===== config.mk =====
export PLATFORM = sky130hd
export DESIGN_NAME = pet_cycle_gen
export DESIGN_NICKNAME = d
export VERILOG_FILES = /design/src/rtl/pet_cycle_gen.sv
export SDC_FILE = /design/constraint.sdc
export NUM_CORES = 1
export LEC_CHECK = 0
export ABC_AREA = 1
export CAP_MARGIN = 20
export CORE_MARGIN = 2
export CORE_UTILIZATION = 47
export CTS_CLUSTER_SIZE = 40
export DETAILED_ROUTE_END_ITERATION = 16
export PLACE_DENSITY = 0.74
export RECOVER_POWER = 25
export SKIP_CTS_REPAIR_TIMING = 1
export SYNTH_ARGS = -nofsm -noshare
export SYNTH_HDL_FRONTEND = slang
export SYNTH_SLANG_ARGS = --single-unit

===== constraint.sdc =====
create_clock -name clk -period 1.9 [get_ports clk]
set_clock_uncertainty 0.2 [all_clocks]
set_input_delay 0.38 -clock clk [delete_from_list [all_inputs] [get_ports clk]]
set_output_delay 0.38 -clock clk [all_outputs]
set_load 0.005 [all_outputs]

===== src/rtl/pet_cycle_gen.sv =====
// rtl/pet_cycle_gen.sv - PET master cycle sequencer (optional cycle counter: PET_CYCLE_COUNT_EN)
//
// Divides the 32 MHz core clock into 32 subclocks per CPU cycle. The subclock
// index runs freely so video timing is never disturbed; only the CPU clock
// enable is gated for stop, single-step and turbo. Every mode change is taken
// at the cnt31==31 boundary so no CPU cycle is ever truncated.

module pet_cycle_gen #(
  parameter int SYNC_STAGES = 2,
  parameter int TURBO_SHIFT = 2
) (
  input  logic        clk,
  input  logic        reset_n,
  input  logic        clk_speed,
  input  logic        clk_stop,
  input  logic        step,
`ifdef PET_CYCLE_COUNT_EN
  input  logic        cycles_clr,
  output logic [31:0] cycles_o,
`endif
  output logic [4:0]  cnt31_o,
  output logic        ce_1m_o,
  output logic        cycle_end_o,
  output logic        stopped_o,
  output logic        turbo_o
);

  typedef enum logic [1:0] {
    ST_RUN        = 2'd0,
    ST_STOPPED    = 2'd1,
    ST_STEP_ARMED = 2'd2
  } state_t;

  // Subclock positions with all bits under this mask clear are turbo CE slots.
  localparam logic [4:0] TURBO_MASK = 5'(5'h1F >> TURBO_SHIFT);

  state_t                 state_q, state_d;
  logic [4:0]             cnt31_q, cnt31_d;
  logic                   ce_1m_q, ce_1m_d;
  logic                   cycle_end_q, cycle_end_d;
  logic                   stopped_q, stopped_d;
  logic                   turbo_q, turbo_d;
  logic [SYNC_STAGES-1:0] stop_sync_q, stop_sync_d;
  logic [SYNC_STAGES-1:0] step_sync_q, step_sync_d;
  logic                   step_prev_q, step_prev_d;

  logic stop_s;
  logic step_s;
  logic step_pulse;
  logic boundary;
  logic slot;

  assign stop_s     = stop_sync_q[SYNC_STAGES-1];
  assign step_s     = step_sync_q[SYNC_STAGES-1];
  assign step_pulse = step_s & ~step_prev_q;
  assign boundary   = (cnt31_q == 5'd31);

  // Synchronizer shift chains and step edge-detector history.
  always_comb begin
    stop_sync_d = (stop_sync_q << 1) | SYNC_STAGES'(clk_stop);
    step_sync_d = (step_sync_q << 1) | SYNC_STAGES'(step);
    step_prev_d = step_s;
  end

  // Free-running subclock count and the boundary-deferred turbo select.
  always_comb begin
    cnt31_d     = cnt31_q + 5'd1;
    cycle_end_d = (cnt31_d == 5'd31);
    turbo_d     = boundary ? clk_speed : turbo_q;
  end

  // Sequencer next state; stop/release decisions only at the cycle boundary.
  always_comb begin
    state_d = state_q;
    case (state_q)
      ST_RUN: begin
        if (boundary && stop_s) begin
          state_d = ST_STOPPED;
        end
      end
      ST_STOPPED: begin
        // Releasing the stop at the boundary beats a coincident step.
        if (boundary && !stop_s) begin
          state_d = ST_RUN;
        end else if (step_pulse) begin
          state_d = ST_STEP_ARMED;
        end
      end
      ST_STEP_ARMED: begin
        // Extra step edges here are dropped; the armed cycle fires once.
        if (boundary) begin
          state_d = stop_s ? ST_STOPPED : ST_RUN;
        end
      end
      default: state_d = ST_RUN;
    endcase
  end

  // CE generation, looking at the subclock index the next clk will present.
  always_comb begin
    ce_1m_d = 1'b0;
    if (turbo_q) begin
      slot = ((cnt31_d & TURBO_MASK) == 5'd0);
    end else begin
      slot = (cnt31_d == 5'd0);
    end
    if (state_d == ST_RUN) begin
      ce_1m_d = slot;
    end
    // A released single step is one pulse at subclock 0, even in turbo.
    if (state_q == ST_STEP_ARMED && boundary) begin
      ce_1m_d = 1'b1;
    end
    stopped_d = (state_d != ST_RUN);
  end

  // Sequencer register set; reset returns to RUN and drops any armed step.
  always_ff @(posedge clk or negedge reset_n) begin
    if (!reset_n) begin
      state_q     <= ST_RUN;
      cnt31_q     <= 5'd0;
      ce_1m_q     <= 1'b0;
      cycle_end_q <= 1'b0;
      stopped_q   <= 1'b0;
      turbo_q     <= 1'b0;
      stop_sync_q <= '0;
      step_sync_q <= '0;
      step_prev_q <= 1'b0;
    end else begin
      state_q     <= state_d;
      cnt31_q     <= cnt31_d;
      ce_1m_q     <= ce_1m_d;
      cycle_end_q <= cycle_end_d;
      stopped_q   <= stopped_d;
      turbo_q     <= turbo_d;
      stop_sync_q <= stop_sync_d;
      step_sync_q <= step_sync_d;
      step_prev_q <= step_prev_d;
    end
  end

  assign cnt31_o     = cnt31_q;
  assign ce_1m_o     = ce_1m_q;
  assign cycle_end_o = cycle_end_q;
  assign stopped_o   = stopped_q;
  assign turbo_o     = turbo_q;

`ifdef PET_CYCLE_COUNT_EN
  logic [31:0] cycles_q, cycles_d;

  // Count issued CPU cycles; a clear overrides a coincident increment.
  always_comb begin
    cycles_d = cycles_q;
    if (cycles_clr) begin
      cycles_d = 32'd0;
    end else if (ce_1m_q) begin
      cycles_d = cycles_q + 32'd1;
    end
  end

  // Cycle counter register.
  always_ff @(posedge clk or negedge reset_n) begin
    if (!reset_n) begin
      cycles_q <= 32'd0;
    end else begin
      cycles_q <= cycles_d;
    end
  end

  assign cycles_o = cycles_q;
`endif

endmodule

# [Yosys cells after proc, flatten, opt, wreduce, memory -nomap -nowiden]
# Cells that the tools add are included.
[totals] output_inout_bits=9 reg_bits=16 ramBits=0 latchBits=0 wordCells=36 inputBits=5 n_memories=0 rom_bits=0
[classes] addsub=1 magnitude_cmp=0 n_shift=0 muxes=9 reduce_logical=9 mul=0 bitwise_logic=4 eq_ne=4 div=0
[op_table] op="$eq 5x5->1 const B" n=2
[op_table] op="$logic_not 5->1" n=2
[op_table] op="$mux 2" n=4
[op_table] op="$pmux 2 s3" n=1
[op_table] op="$add 5x1->5 const B" n=1
[op_table] op="$logic_not 2->1" n=2
[op_table] op="$mux 1" n=4
[op_table] op="$or 2x1->2" n=2
[op_table] op="$logic_and 1x1->1" n=3
[op_table] op="$eq 2x1->1 const B" n=1
[op_table] op="$eq 2x2->1 const B" n=1
[op_table] op="$reduce_bool 2->1" n=1
[op_table] op="$and 1x1->1" n=1
[op_table] op="$logic_not 1->1" n=1
[op_table] op="$not 1->1" n=1

# [Depth between registers and ports, before layout]
# Gate-level depths: netlist of run 1.
[depth] word_depth=8 depth_mapped=10 ltp_nobuf=10

# [Worst setup path before layout of run 1]
# Ideal clock, no wire load.
[synth_timing] kind="reg-to-reg" from="register cnt31_q[1], in the netlist cnt31_o[1]" to="register ce_1m_q, in the netlist ce_1m_o" setup_slack_ns=0.183 t_arrival_ns=1.452 path_stages_with_launch=11 synth_period_minus_slack_ns=1.717 required_time_ns=1.635 n_path_buf=0 setup_ns=0.065 cell_sequence="dfrtp_1 > ha_1 > nand2_1 > nor2_1 > ha_1 > nand2_2 > nand3_2 > nand2_2 > nor2_4 > nand3_1 > nand2_1"
[synth_between] elab_chain_len=7 elab_cells_between_ends=15 cone_classes="add/sub: 1; eq/ne: 1; mux: 7; reduce/logical: 6"
[synth_lines] element="start: declaration" line="38" text="logic [4:0] cnt31_q, cnt31_d;"
[synth_lines] element="start signal: assignment" line="131" text="cnt31_q <= cnt31_d;"
[synth_lines] element="$eq 5x5->1 (*)" line="56" text="assign boundary = (cnt31_q == 5'd31);"
[synth_lines] element="$logic_and 1x1->1, on equally long branches" line="83, 77"
[synth_lines] element="$mux 2, on equally long branches" line="83, 77"
[synth_lines] element="$pmux 2 s3 (*)" line="75" text="case (state_q)"
[synth_lines] element="via state_d[0]" line="37" text="state_t state_q, state_d;"
[synth_lines] element="$logic_not 2->1 (*)" line="107" text="if (state_d == ST_RUN) begin"
[synth_lines] element="$mux 1 (*)" line="107"
[synth_lines] element="$mux 1 (*)" line="111" text="if (state_q == ST_STEP_ARMED && boundary) begin"
[synth_lines] element="via ce_1m_d" line="39" text="logic ce_1m_q, ce_1m_d;"
[synth_lines] element="end signal: assignment" line="132" text="ce_1m_q <= ce_1m_d;"
[synth_lines] element="end: declaration" line="39"
# The timed path passes the listed nets; every way through them passes the cells marked *.
# A chain may end at the register's enable or synchronous reset.

# [Worst setup path after layout of run 1]
[layout_timing] from="register cnt31_q[2], in the netlist cnt31_o[2]" to="output port cnt31_o[2]"
[layout_lines] element="end: declaration" line="21" text="output logic [4:0] cnt31_o,"
# No word-level cell between the ends.

==> impl_results.md, run 1 <==
* Status: finished, final reports clean
* Yosys top cell by area: dfrtp_1
* Netlist Area Pre-Place at 667 um2
* Power Density at between 600 and 700 nW/um2
* Critical path class: flip-flop to output port
* Clk root buf: clkbuf_4
* Main combinational cell family by area after synthesis: simple AND/OR/NAND/NOR gates
* Vias in the first global route at around 460
* Final TNS setup at 0 ns
* CTS H-Tree Depth at 1
* DPL Wire Length at 761 um
* Wire per inst at roughly 11 um
* Dominant cells by area after synthesis: dfrtp_1 60%, ha_1 9.4%, inv_1 5.6%
* Post-route ant nets at 0
* Worst-path clk slew at roughly 0.090 ns
* Post-Syn Nets at 70
* Startpoint types: flip-flop
* Vias at 440
* Max_slew headroom at between 40% and 50%
* Switching Share at 20.4%
* Internal power at 0.490 mW
* Largest net degree at the start of global routing at 17
* Hold Crit Class: flip-flop to flip-flop
* Clock sink total at 16
* DRC Markers at 0
* Share of cells above drive strength 1 at 22.5%
* Fraction of synthesized cell area in xor and xnor cells at 2.44%
* Post-synthesis compound-gate area fraction at less than 1%
* Critical path buffers and inverters at 1
* Critical Path RT at 1.32 ns
* Final WL at 1030 um
* Leak at around 0.45 nW
* Clk pwr share at between 30% and 40%
* CP top delay family: buffers and inverters
* Mapped Cells at 60
* Rows at 13
* Final nets at 91
* First-pass GRT wire length at between 1500 and 2000 um
* Grt ovf at 0
* Post-synthesis mux area share at 0%
* Part of the power in registers at between 50 and 60%
* Final worst-path cycle share at 94.6%
* Final setup violation count at 0
* Mean Syn Cell Area at approximately 11 um2
* Yosys cell types at 15
* Tmin final at 1.80 ns
* 1st-pass router iterations at 4
* Die Ht at between 40 and 50 um
* Fin util at 67.0%
* Worst Setup End Kind: output port
* Yosys warning count at 0
* Vias per inst at ~4.6
* I/O pin cnt at 14
* Post-Synth Adder-Cell Area at approximately a tenth
* Layout fillers at 117
* Area Overhead vs Synth at 32.3%
* TritonCTS Buffers at 3
* Seq/Total Area, Yosys at roughly three fifths
* Crit path max fanout at 5
* Setup ws final at roughly 0.10 ns
* Least-Margin Pin Slew at between 0.8 and 0.9 ns
* GP Congestion at between 0.7 and 0.8
* Max Freq at ~0.56 GHz
* Pre-CTS setup slack at roughly 0.16 ns
* Register bit total from synthesis at 16
* Drt initial violations at 7
* CP max-delay cell: clkdlybuf4s50_1
* Post-synth top area share at between 60% and 70%
* Critical path's largest stage delay at between 0.5 and 0.6 ns
* Initial antenna violation count at 0
* Total track usage at 14.3%
* Worst-Skew Late Latency at between 0.2 and 0.3 ns
* MaxCap Viol Count at 0
* Die area at between 1500 and 2000 um2
* Chip Width at about 42 um
* Comb pwr share at approximately 6.4%
* Final hold vios at 0
* CP Cell Sequence: clkdlybuf4s50_1
* Slew Viols, Final at 0
* Starting Density at 50.6%
* CORE AREA at 1320 um2
* Peak VDD IR at 0.000397 V
* Psw at approximately 0.13 mW
* Clk buf depth at 2
* TritonCTS clock tree: built
* Critical Path AT at around 1.2 ns
* Diodes inserted at 0
* Simple-gate share of the synthesized area at 21.2%
* Buffers added on ports at 13
power by group through the flow:
stage	combinational, mW	sequential [mW]	clock, mW
finish	0.0392	0.360	0.216
global route	0.0451	0.362	0.248
CTS	0.0425	0.360	0.225
detailed placement	0.0424	0.367	0
global placement	0.0415	0.367	0
floorplan	0.0147	0.366	0
state kept, by name (all words and copies together), names as in the netlist:
register,cells
turbo_o,1
cnt31_o,5
state_q,2
ce_1m_o,1
stop_sync_q,2
step_prev_q,1
cycle_end_o,1
step_sync_q,2
stopped_o,1
cell usage in the layout (no fill, tap or decap):
cell type        count
buf_4                2
clkbuf_1             1
clkbuf_4             3
clkbuf_8             1
clkdlybuf4s50_1      8
dfrtp_1             15
dfrtp_2              1
dlygate4sd3_1        3
dlymetal6s2s_1       2
ha_1                 4
ha_2                 1
inv_1               10
inv_2                1
nand2_1              7
nand2_2              3
nand3_1              6
nand3_2              2
nand3b_1             1
nand4_1              1
nor2_1               3
nor2_2               2
nor2_4               1
o21ai_0              1
xor2_2               1
cells by family after synthesis:
family,after synthesis
adders and majority gates,5
xor gates and xnor gates,1
and+or+nand+nor,26
buffers and inverters,11
DFF,16
AOI/OAI and AO/OA,1
cell usage after synthesis (all sizes together):
cell type / count
ha: 5
nand3b: 1
nand3: 8
dfrtp: 16
o21ai: 1
nand2: 10
nand4: 1
nor2: 6
xor2: 1
inv: 11
cell type report:
type | instances | area [um2] | area share, %
inverters | 11 | 41.3 | 4.68
multi-input cells | 33 | 230 | 26.1
clock buffers | 4 | 36.3 | 4.11
repair buffers | 16 | 154 | 17.4
flip-flops and latches | 16 | 402 | 45.5
well taps | 15 | 18.8 | 2.13
stage by stage:
step	cell area, um2	std cells	hold slack, ns	total power [mW]
2_1_floorplan	667	60	-0.116	0.381
4_1_cts	875	95	0.159	0.628
5_1_grt	882	95	0.167	0.655
3_5_place_dp	838	91	0.138	0.409
3_3_place_gp	838	91	0.138	0.408
6_report	882	95	0.157	0.615
layer usage:
layer | global-route usage (%) | wire, um | share of wire, % | vias up
li1 | - | - | - | 224
met3 | 5.22 | 64 | 6.2 | 0
met4 | 7.74 | 0 | 0 | 0
met1 | 17.2 | 455 | 44 | 204
met2 | 22.2 | 508 | 49 | 12
met5 | 0 | 0 | 0 | -
path summary, 6_finish.rpt:
path / startpoint / to / slack, ns / cells after the start
min in group asynchronous: reset_n / step_prev_q$_DFF_PN0_ / 0.49 / 2
max in group asynchronous: reset_n / cnt31_o[2]$_DFF_PN0_ / 0.45 / 2
setup reg to reg: cnt31_o[0]$_DFF_PN0_ / ce_1m_o$_DFF_PN0_ / 0.16 / 10
hold / removal: stop_sync_q[0]$_DFF_PN0_ / stop_sync_q[1]$_DFF_PN0_ / 0.16 / 0
setup / recovery: cnt31_o[2]$_DFF_PN0_ / cnt31_o[2] / 0.10 / 1
hold reg to reg: stop_sync_q[0]$_DFF_PN0_ / stop_sync_q[1]$_DFF_PN0_ / 0.16 / 0
Power figures use the tool's default switching activity.
==> inputs of run 2 (changes only) <==
--- a/config.mk
+++ b/config.mk
@@ -14,6 +14,7 @@
 export PLACE_DENSITY = 0.74
 export RECOVER_POWER = 25
 export SKIP_CTS_REPAIR_TIMING = 1
+export SLEW_MARGIN = 15
 export SYNTH_ARGS = -nofsm -noshare
 export SYNTH_HDL_FRONTEND = slang
 export SYNTH_SLANG_ARGS = --single-unit
==> results of run 2 <==
Same layout as run 1: the final DEF is identical, and so are final timing and power.
==> inputs of run 3 (changes only) <==
--- a/config.mk
+++ b/config.mk
@@ -11,6 +11,7 @@
 export CORE_UTILIZATION = 47
 export CTS_CLUSTER_SIZE = 40
 export DETAILED_ROUTE_END_ITERATION = 16
+export GPL_TIMING_DRIVEN = 0
 export PLACE_DENSITY = 0.74
 export RECOVER_POWER = 25
 export SKIP_CTS_REPAIR_TIMING = 1
==> impl_results.md, run 3 (synthesis gave the netlist of run 1 again) <==
* Status: finished, final reports clean
* CORE AREA at approximately 1300 um2
* Final instance area at 860 um2
* Final TNS setup at 0 ns
* Rows at 13
* Peak VDD IR at between 0.0004 and 0.0005 V
* Critical path class: flip-flop to output port
* First-pass GRT wire length at 1850 um
* Vias in the first global route at about 440
* GP Congestion at 0.789
* Pre-CTS setup slack at between 0.03 and 0.04 ns
* Leak at approximately 0.42 nW
* Chip Width at about 42 um
* Share of cells above drive strength 1 at around a quarter
* Max_slew headroom at between 50% and 60%
* Vias at 421
* DP Area at a little over 800 um2
* CP Cell Sequence: clkdlybuf4s50_1
* CTS H-Tree Depth at 1
* Grt ovf at 0
* 1st-pass router iterations at 4
* Part of the power in registers at between 60% and 70%
* Critical Path AT at roughly 1.3 ns
* Setup ws final at roughly 0.073 ns
* Initial antenna violation count at 0
* Final worst-path cycle share at a little over nine tenths
* Starting Density at between 50% and 60%
* Diodes inserted at 0
* Die area at between 1500 and 2000 um2
* TritonCTS clock tree: built
* Clk pwr share at around 30%
* Internal power at approximately 0.45 mW
* Clk root buf: clkbuf_4
* Unrepaired setup endpoints after global routing: no
* Final nets at slightly below 90
* Clk buf depth at 2
* I/O pin cnt at 14
* Vias per inst at around 4.6
* TritonCTS Buffers at 3
* Startpoint types: flip-flop
* Layout fillers at between 100 and 150
* Least-Margin Pin Slew at 0.697 ns
* Post-route ant nets at 0
* Max Freq at about 0.55 GHz
* MaxCap Viol Count at 0
* Final hold vios at 0
* Commonest non-fill, non-tap cells in the layout: 13 x dfrtp_1, 10 x inv_1, 10 x clkdlybuf4s50_1
* Hold Crit Class: flip-flop to flip-flop
* Comb pwr share at 6.7%
* Most common cell after layout, fill and taps aside: dfrtp_1
* Max reg flops at 5
* Final setup violation count at 0
* Slew Viols, Final at 0
* Buffers added on ports at 13
* Clock sink total at 16
* Wire per inst at roughly 11 um
* Critical path buffers and inverters at 1
* Drt initial violations at 5
* Tmin final at 1.83 ns
* Crit path max fanout at 6
* DRC Markers at 0
* Largest net degree at the start of global routing at 17
* Switching Share at between 20% and 30%
* Worst-Skew Late Latency at about 0.27 ns
* Worst-path clk slew at ~0.08 ns
* Die Ht at between 40 and 50 um
* Worst Setup End Kind: output port
* DPL Wire Length at around 740 um
* Psw at about 0.12 mW
* CP top delay family: buffers and inverters
* CP max-delay cell: clkdlybuf4s50_1
* Critical path's largest stage delay at around 0.53 ns
* Critical Path RT at between 1 and 1.5 ns
* Area Overhead vs Synth at 28.9%
* Total track usage at ~14%
* Final WL at between 1000 and 1500 um
* Power Density at between 600 and 700 nW/um2
* Pwr Total at 0.566 mW
run 3: cell count changes in the layout (fill, tap and decap cells not counted), moves of 2 or more:
cell / change
buf_4: -2
clkdlybuf4s50_1: +2
dfrtp_1: -2
dfrtp_2: +2
dlymetal6s2s_1: -2
run 3: routing by layer:
metal | vias to the layer above | wire length [um] | global-route usage (%)
met4 | 0 | 32 | 9.68
met5 | - | 0 | 0
li1 | 218 | - | -
met1 | 189 | 444 | 16.0
met2 | 10 | 483 | 23.8
met3 | 4 | 48 | 4.35
run 3: power groups by stage:
stage	Sequential (mW)	Combinational (mW)	Clock (mW)
floorplan	0.366	0.0147	0
global placement	0.367	0.0395	0
detailed placement	0.368	0.0402	0
CTS	0.361	0.0402	0.175
global route	0.363	0.0433	0.190
finish	0.361	0.0381	0.167
run 3: layout make-up:
cell class	count	area (um2)	area share, %
tap	15	18.8	2.18
multi-input combinational	33	243	28.2
inverter	11	41.3	4.80
sequential	16	404	47.0
clock buffer	3	22.5	2.62
timing repair buffer	13	130	15.1
run 3: path summary, 6_finish.rpt:
path | startpoint | endpoint | slack [ns] | cells past startpoint
min reg2reg | step_sync_q[0]$_DFF_PN0_ | step_sync_q[1]$_DFF_PN0_ | 0.15 | 0
min | step_sync_q[0]$_DFF_PN0_ | step_sync_q[1]$_DFF_PN0_ | 0.15 | 0
max | cnt31_o[0]$_DFF_PN0_ | cnt31_o[0] | 0.07 | 1
max reg2reg | cnt31_o[0]$_DFF_PN0_ | ce_1m_o$_DFF_PN0_ | 0.18 | 10
max in group asynchronous | reset_n | cnt31_o[2]$_DFF_PN0_ | 0.63 | 1
min in group asynchronous | reset_n | step_prev_q$_DFF_PN0_ | 0.39 | 1
run 3: metrics by stage:
step           utilization, %  cells  hold slack (ns)
3_5_place_dp             61.9     88            0.136
2_1_floorplan               -     60           -0.116
3_3_place_gp             61.9     88            0.137
6_report                 65.2     91            0.155
4_1_cts                  63.6     91            0.157
5_1_grt                  65.2     91            0.182
